`config.mk`:
```
export PLATFORM = sky130hd
export DESIGN_NAME = spi_frame_rx
export DESIGN_NICKNAME = d
export VERILOG_FILES = /design/src/rtl/spi_frame_rx.sv
export SDC_FILE = /design/constraint.sdc
export NUM_CORES = 1
export LEC_CHECK = 0
export CORE_MARGIN = 3
export CORE_UTILIZATION = 56
export DETAILED_ROUTE_END_ITERATION = 10
export PLACE_DENSITY = 0.91
export SYNTH_ARGS = -nofsm -noshare
export SYNTH_HDL_FRONTEND = slang
export SYNTH_SLANG_ARGS = --single-unit
export TNS_END_PERCENT = 100
```
`constraint.sdc`:
```
create_clock -name sclk -period 2.91 [get_ports sclk]
set_clock_uncertainty 0.05 [all_clocks]
set_input_delay 0.4365 -clock sclk [delete_from_list [all_inputs] [get_ports sclk]]
set_output_delay 0.4365 -clock sclk [all_outputs]
set_load 0.005 [all_outputs]
```
`src/rtl/spi_frame_rx.sv`:
```
// SPI slave receiver: assembles NUM_WORDS words of WORD_W bits into one frame,
// holds it behind a valid/ack handshake and echoes the last word on MISO.
module spi_frame_rx #(
  parameter int WORD_W    = 16,
  parameter int NUM_WORDS = 4,
  parameter int LSB_FIRST = 1,
  parameter int CNT_W     = 8
) (
  input  logic                        sclk,
  input  logic                        rst,
  input  logic                        cs,
  input  logic                        mosi,
  output logic                        miso,
  input  logic                        frame_ack,
  input  logic                        clr_status,
  output logic [NUM_WORDS*WORD_W-1:0] frame_data,
  output logic                        frame_valid,
  output logic                        overrun,
  output logic                        frame_err,
  output logic [CNT_W-1:0]            frame_cnt
);

  localparam int BIT_W   = (WORD_W > 1) ? $clog2(WORD_W) : 1;
  localparam int IDX_W   = (NUM_WORDS > 1) ? $clog2(NUM_WORDS) : 1;
  localparam int FRAME_W = NUM_WORDS * WORD_W;
  localparam logic [BIT_W-1:0] BIT_LAST = BIT_W'(WORD_W - 1);
  localparam logic [IDX_W-1:0] IDX_LAST = IDX_W'(NUM_WORDS - 1);

  logic [WORD_W-1:0]  shift_q, shift_d;
  logic [BIT_W-1:0]   bit_cnt_q, bit_cnt_d;
  logic [IDX_W-1:0]   word_idx_q, word_idx_d;
  logic [WORD_W-1:0]  stage_q [NUM_WORDS];
  logic [WORD_W-1:0]  stage_d [NUM_WORDS];
  logic [WORD_W-1:0]  echo_q, echo_d;
  logic               miso_q, miso_d;
  logic [FRAME_W-1:0] frame_data_q, frame_data_d;
  logic               frame_valid_q, frame_valid_d;
  logic               overrun_q, overrun_d;
  logic               frame_err_q, frame_err_d;
  logic [CNT_W-1:0]   frame_cnt_q, frame_cnt_d;

  logic [WORD_W-1:0]  word_asm;
  logic [FRAME_W-1:0] frame_full;
  logic [BIT_W-1:0]   miso_sel;
  logic               word_done;
  logic               frame_done;
  logic               ovr_set;
  logic               err_set;

  // Shifted word including the bit sampled on this edge.
  always_comb begin
    if (LSB_FIRST != 0) begin
      word_asm = {mosi, shift_q[WORD_W-1:1]};
      miso_sel = bit_cnt_q;
    end else begin
      word_asm = {shift_q[WORD_W-2:0], mosi};
      miso_sel = BIT_LAST - bit_cnt_q;
    end
  end

  assign word_done  = !cs && (bit_cnt_q == BIT_LAST);
  assign frame_done = word_done && (word_idx_q == IDX_LAST);

  // The final word bypasses the staging slot so the frame is complete on its last edge.
  for (genvar gi = 0; gi < NUM_WORDS; gi++) begin : g_frame
    if (gi == NUM_WORDS - 1) begin : g_last
      assign frame_full[gi*WORD_W +: WORD_W] = word_asm;
    end else begin : g_stage
      assign frame_full[gi*WORD_W +: WORD_W] = stage_q[gi];
    end
  end

  always_comb begin
    shift_d       = shift_q;
    bit_cnt_d     = bit_cnt_q;
    word_idx_d    = word_idx_q;
    stage_d       = stage_q;
    echo_d        = echo_q;
    miso_d        = miso_q;
    frame_data_d  = frame_data_q;
    frame_valid_d = frame_valid_q;
    frame_cnt_d   = frame_cnt_q;
    ovr_set       = 1'b0;
    err_set       = 1'b0;

    if (cs) begin
      bit_cnt_d  = '0;
      word_idx_d = '0;
      echo_d     = '0;
      miso_d     = 1'b0;
      err_set    = (bit_cnt_q != '0) || (word_idx_q != '0);
    end else begin
      shift_d = word_asm;
      miso_d  = echo_q[miso_sel];
      if (word_done) begin
        stage_d[word_idx_q] = word_asm;
        echo_d              = word_asm;
        bit_cnt_d           = '0;
        word_idx_d          = (word_idx_q == IDX_LAST) ? '0 : word_idx_q + IDX_W'(1);
      end else begin
        bit_cnt_d = bit_cnt_q + BIT_W'(1);
      end
    end

    if (frame_done) begin
      if (!frame_valid_q || frame_ack) begin
        frame_data_d  = frame_full;
        frame_valid_d = 1'b1;
        frame_cnt_d   = frame_cnt_q + CNT_W'(1);
      end else begin
        ovr_set = 1'b1;
      end
    end else if (frame_ack && frame_valid_q) begin
      frame_valid_d = 1'b0;
    end

    // Setting a status bit takes priority over clearing it.
    overrun_d   = (clr_status ? 1'b0 : overrun_q) | ovr_set;
    frame_err_d = (clr_status ? 1'b0 : frame_err_q) | err_set;
  end

  always_ff @(posedge sclk) begin
    if (rst) begin
      shift_q       <= '0;
      bit_cnt_q     <= '0;
      word_idx_q    <= '0;
      for (int i = 0; i < NUM_WORDS; i++) stage_q[i] <= '0;
      echo_q        <= '0;
      miso_q        <= 1'b0;
      frame_data_q  <= '0;
      frame_valid_q <= 1'b0;
      overrun_q     <= 1'b0;
      frame_err_q   <= 1'b0;
      frame_cnt_q   <= '0;
    end else begin
      shift_q       <= shift_d;
      bit_cnt_q     <= bit_cnt_d;
      word_idx_q    <= word_idx_d;
      stage_q       <= stage_d;
      echo_q        <= echo_d;
      miso_q        <= miso_d;
      frame_data_q  <= frame_data_d;
      frame_valid_q <= frame_valid_d;
      overrun_q     <= overrun_d;
      frame_err_q   <= frame_err_d;
      frame_cnt_q   <= frame_cnt_d;
    end
  end

  assign miso        = miso_q;
  assign frame_data  = frame_data_q;
  assign frame_valid = frame_valid_q;
  assign overrun     = overrun_q;
  assign frame_err   = frame_err_q;
  assign frame_cnt   = frame_cnt_q;

endmodule

```
==> results of run 1 <==
how the worst max path moves through the flow:
stage	from	end	slack, ns
finish	bit_cnt_q[0]	frame_full[35]	0.31
global route	bit_cnt_q[0]	frame_full[35]	0.06
CTS	bit_cnt_q[0]	frame_full[35]	0.32
detailed placement	cs	frame_data[14]	0.45
global placement	cs	frame_cnt[0]	0.53
floorplan	cs	frame_cnt[5]	1.09
report_power, final:
| group | switching [uW] | internal (uW) |
|---|---|---|
| Sequential | 9.39 | 2210 |
| Combinational | 49.2 | 21.2 |
| Clock | 899 | 1510 |
| Total | 957 | 3730 |
registers in the layout, summed over array words and instances (netlist names):
name / cells
frame_full: 48
overrun: 1
miso: 1
echo_q: 16
bit_cnt_q: 4
frame_valid: 1
frame_data: 64
frame_cnt: 8
frame_err: 1
word_idx_q: 2
shift_q: 15
metal layers:
layer,routed length (um),vias up
met1,5860,2516
met2,8520,340
met4,581,0
li1,-,2469
met3,1550,77
met5,0,-
layout by cell type (no fill, tap or decap), types with 4 or more instances in the layout:
cell	n
inv_1	8
nor2_1	19
mux2i_1	19
dfxtp_1	161
and2_1	4
bufinv_16	5
a21oi_1	139
clkdlybuf4s50_1	80
buf_4	10
ha_1	7
nand3_1	6
nand2_1	269
clkbuf_16	16
o31ai_1	4
area by class of cell:
type,count,area [sq um]
Fill cell,646,2630
Clock buffer,19,432
Inverter,8,30.0
Multi-Input combinational cell,500,2440
Sequential cell,161,3220
Timing Repair Buffer,90,876
Tap cell,133,166
Clock inverter,12,208
logic make-up after synthesis:
family,Yosys count,synth area share
flip-flops,161,0.546
AND/OR/NAND/NOR,318,0.218
adder cells (fa/ha/maj),7,0.0148
XOR/XNOR,3,0.00445
multiplexers,22,0.0436
AO/OA/AOI/OAI,150,0.131
buffers and inverters,57,0.0415
per-stage QoR:
stage / hold slack [ns] / total power [uW] / setup slack, ns / util / std cells
floorplan: 0.382 / 2310 / 1.09 / - / 718
global placement: 0.391 / 2330 / 0.525 / 0.673 / 892
detailed placement: 0.396 / 2330 / 0.451 / 0.673 / 892
CTS: 0.338 / 4690 / 0.321 / 0.737 / 923
global route: 0.365 / 4790 / 0.0581 / 0.737 / 923
finish: 0.348 / 4690 / 0.307 / 0.737 / 923
==> flow_metrics.tcl, run 1 <==
set metrics [dict create \
    status "complete, no violations" \
    vdd_drop_max_mv 0.367 \
    avgRoutedWirePerCell_um 17.9 \
    place_area_sq_um 6730 \
    synth.distinct_cells 35 \
    finalCritPeriodShare 0.895 \
    die_h_um 109 \
    fmax_ghz 0.384 \
    yosysWarnings 0 \
    gp_congestion 0.897 \
    grt_pass1_vias 5292 \
    cp_top_family "simple AND/OR/NAND/NOR gates" \
    cts_buffers 17 \
    synth_area_leaders "dfxtp_1 (55%), nand2_1 (17%), a21oi_1 (12%), mux2i_1 (3.2%), clkbuf_1 (2.2%)" \
    dr.first_iter.drc_count 617 \
    rr_endpoint "frame_full[35]" \
    leakage_uw 0.00244 \
    max_stage_delay_ns 0.60 \
    yosysMostFrequentCell "nand2_1" \
    ys_seq_elements 161 \
    ys_top_cells_by_count "nand2_1 (269), dfxtp_1 (161), a21oi_1 (139), clkbuf_1 (35)" \
    clk-insertion-delay-late_ns 0.53 \
    ctsResizeCount 0 \
    criticalPathCategory "reg -> reg" \
    htree_num_levels 4 \
    tns_ns 0 \
    rsz0062_at_grt "false" \
    grt_start_max_net_pins 82 \
    hold_path_end "shift_q[8]" \
    core_sq_um 10000 \
    r2r-start "bit_cnt_q[0]" \
    antenna_cells 0 \
    hold_viol 0 \
    syn2layout_area_growth_pct 24.9 \
    via_count 5402 \
    wirelength_um 16500 \
    start_kind "flip-flop" \
    finalSetupViolations 0 \
    syn_area_sq_um 5910 \
    worstHoldPathType "in -> reg" \
    path_common_cell "nand2_1" \
    worstMarginPinSlew_ns 0.790 \
    syn_area_per_cell_sq_um 8.23 \
    cp_slowest_cell "dfxtp_1" \
    cp.required_ns 3.24 \
    hpwl_um 9420 \
    drc 0 \
    holdBufCountCts 0 \
    io_buffers 81 \
    synth_ff_type "dfxtp_1" \
    initial_core_util 0.591 \
    power_density_nw_per_um2 636 \
    path_cells "ha_1 -> and4b_1 -> nand2_1 -> nand2_1 -> a21oi_1" \
    grt_first_pass_wirelength_um 25900 \
    path_clk_slew_ns 0.07 \
    layout-drive-gt1-share 0.0595 \
    die_area_sq_um 11800 \
    slew_viol_final 0 \
    synthDominantCellAreaShare 0.546 \
    ant_nets 0 \
    clock_path_buffers 2 \
    stdcell_area_sq_um 7370 \
    min_from "rst" \
    slew_headroom 0.473 \
    synth_edf_count 0 \
    dr.pass1.iters 6 \
    postSynth.asyncResetShare 0 \
    top_level_ports 82 \
    rrSetupSlack_ns 0.31 \
    cp-end-kind "flip-flop" \
    grt-busiest-layer "met2" \
    cp.depth 5 \
    rows 36 \
    reg2reg_depth 5 \
    cts_tree "built" \
    yosysTopAreaCell "dfxtp_1" \
    postSynthCellCount 718 \
    syn_nets 731 \
    met1_usage 0.318 \
    hold_depth 2 \
    cp_max_fo 16 \
    root_buffer "clkbuf_8" \
    cts_setup_buffers 0 \
    yosysSeqAreaShare 0.546 \
    use_met3 0.0710 \
    antenna_found_initial 0 \
    maxCapViolCount 0 \
    grt_usage 0.285 \
    layout.nets 791 \
    gr-total-overflow 0 \
    die_w_um 109 \
    grtUsageMet2 0.511 \
    arrival_ns 2.93 \
    clock_sinks 161 \
    fin_crit_ns 2.60 \
    cp.buffers_inverters 0 \
    viasPerCell 5.85 \
]
Note: power is estimated with default switching activity, not from simulation.
==> run 2, diff against run 1 <==
--- a/config.mk
+++ b/config.mk
@@ -5,7 +5,8 @@
 export SDC_FILE = /design/constraint.sdc
 export NUM_CORES = 1
 export LEC_CHECK = 0
-export CORE_MARGIN = 3
+export ABC_CLOCK_PERIOD_IN_PS = 2910
+export CORE_MARGIN = 10
 export CORE_UTILIZATION = 56
 export DETAILED_ROUTE_END_ITERATION = 10
 export PLACE_DENSITY = 0.91
==> run 2 against run 1 <==
  * First-iteration DRC count fell by 11%
  * Sequential cell count did not move
  * Fmax rose by 4.2%
  * Worst hold slack improved by 0.015 ns
  * Global-route usage fell by 7.7 points
  * Wire length fell by 5.1%
==> flow_metrics.tcl, run 2 (synthesized netlist as in run 1, its figures left out) <==
set metrics [dict create \
    cts_tree "built" \
    rows 37 \
    met1_length_um 5890 \
    finalSetupViolations 0 \
    cp_top_family "simple AND/OR/NAND/NOR gates" \
    ctsResizeCount 0 \
    hold_depth 2 \
    clk-insertion-delay-late_ns 0.54 \
    final_cell_mix "nand2_1 (269), dfxtp_1 (161), a21oi_1 (139)" \
    die_w_um 123 \
    io_buffers 81 \
    via_count 5246 \
    layout-drive-gt1-share 0.0595 \
    start_kind "flip-flop" \
    arrival_ns 2.91 \
    max_stage_delay_ns 0.59 \
    grt_start_max_net_pins 72 \
    top_level_ports 82 \
    path_clk_slew_ns 0.07 \
    cp_slowest_cell "dfxtp_1" \
    avgRoutedWirePerCell_um 16.9 \
    die_h_um 123 \
    core_sq_um 10300 \
    fin_crit_ns 2.50 \
    gr-total-overflow 0 \
    dr.pass1.iters 7 \
    hpwl_um 9660 \
    holdBufCountCts 0 \
    power_density_nw_per_um2 600 \
    criticalPathCategory "reg -> reg" \
    grt_usage 0.208 \
    rsz0062_at_grt "false" \
    largest_reg_flops 64 \
    antenna_cells 0 \
    slew_headroom 0.542 \
    placedCellCount 894 \
    final_common_cell "nand2_1" \
    cp-end-kind "flip-flop" \
    instances_no_fill 926 \
    hold_viol 0 \
    wl_met3_um 1400 \
    tns_ns 0 \
    cp_max_fo 44 \
    status "complete, no violations" \
    wirelength_um 15700 \
    r2r-start "bit_cnt_q[0]" \
    cts_setup_buffers 0 \
    wl_met2_um 7940 \
    slew_viol_final 0 \
    layout.nets 790 \
    maxCapViolCount 0 \
    ant_nets 0 \
    initial_core_util 0.575 \
    grt_pass1_vias 5065 \
    fmax_ghz 0.400 \
    topRoutingLayerUsed "met4" \
    drc 0 \
    vdd_drop_max_mv 0.490 \
    root_buffer "clkbuf_8" \
    viasPerCell 5.67 \
    die_area_sq_um 15100 \
    power_uw 4380 \
    clock_sinks 161 \
    cts_buffers 17 \
    hold_path_end "shift_q[9]" \
    reg2reg_depth 6 \
    clock_path_buffers 2 \
    finalCritPeriodShare 0.859 \
    leakage_uw 0.00240 \
    cp.buffers_inverters 1 \
    worstMarginPinSlew_ns 0.687 \
    min_from "rst" \
    antenna_found_initial 0 \
    rr_endpoint "frame_data[34]" \
    gp_congestion 0.848 \
    dr.first_iter.drc_count 550 \
    syn2layout_area_growth_pct 23.4 \
    rrSetupSlack_ns 0.41 \
    htree_num_levels 4 \
    cp.required_ns 3.32 \
    path_cells "ha_1 -> and4b_1 -> and3_2 -> buf_4 -> nand2_1 -> a21oi_1" \
    worstHoldPathType "in -> reg" \
    cp.depth 6 \
    grt_first_pass_wirelength_um 25100 \
]
run 2: cell count changes in the layout (fill, tap and decap cells not counted), sizes merged:
cell and delta:
buf -1, clkinv +3, bufinv -4, inv +2
run 2: cell type report:
cell class	count	area, sq um
multi-input combinational	500	2440
inverter	8	30.0
clock inverter	13	128
timing repair buffer	89	868
sequential	161	3220
tap	136	170
clock buffer	19	432
fill	734	2990
run 2: per-layer routing:
layer	vias up	GRT usage
met5	-	0
met4	0	0.0906
met3	44	0.0629
met2	238	0.360
met1	2483	0.231
li1	2481	-
run 2: worst max-delay path by stage:
| stage | slack (ns) | to | startpoint |
|---|---|---|---|
| CTS | 0.42 | frame_cnt[0] | bit_cnt_q[0] |
| floorplan | 1.09 | frame_cnt[5] | cs |
| finish | 0.41 | frame_data[34] | bit_cnt_q[0] |
| detailed placement | 0.40 | frame_cnt[0] | cs |
| global route | 0.15 | frame_data[39] | bit_cnt_q[0] |
| global placement | 0.44 | frame_cnt[0] | cs |
run 2: report_power, final:
part | internal [uW] | switching (uW)
Combinational | 21.3 | 48.5
Clock | 1170 | 920
Sequential | 2210 | 9.35
Total | 3400 | 977
run 2: metrics by stage:
step	cell area, sq um	setup WS (ns)	utilization	hold slack (ns)
after floorplan	5910	1.09	-	0.382
after global placement	6730	0.436	0.655	0.388
after detailed placement	6730	0.403	0.655	0.393
after CTS	7290	0.423	0.709	0.352
after global routing	7290	0.148	0.709	0.399
final	7290	0.412	0.709	0.363
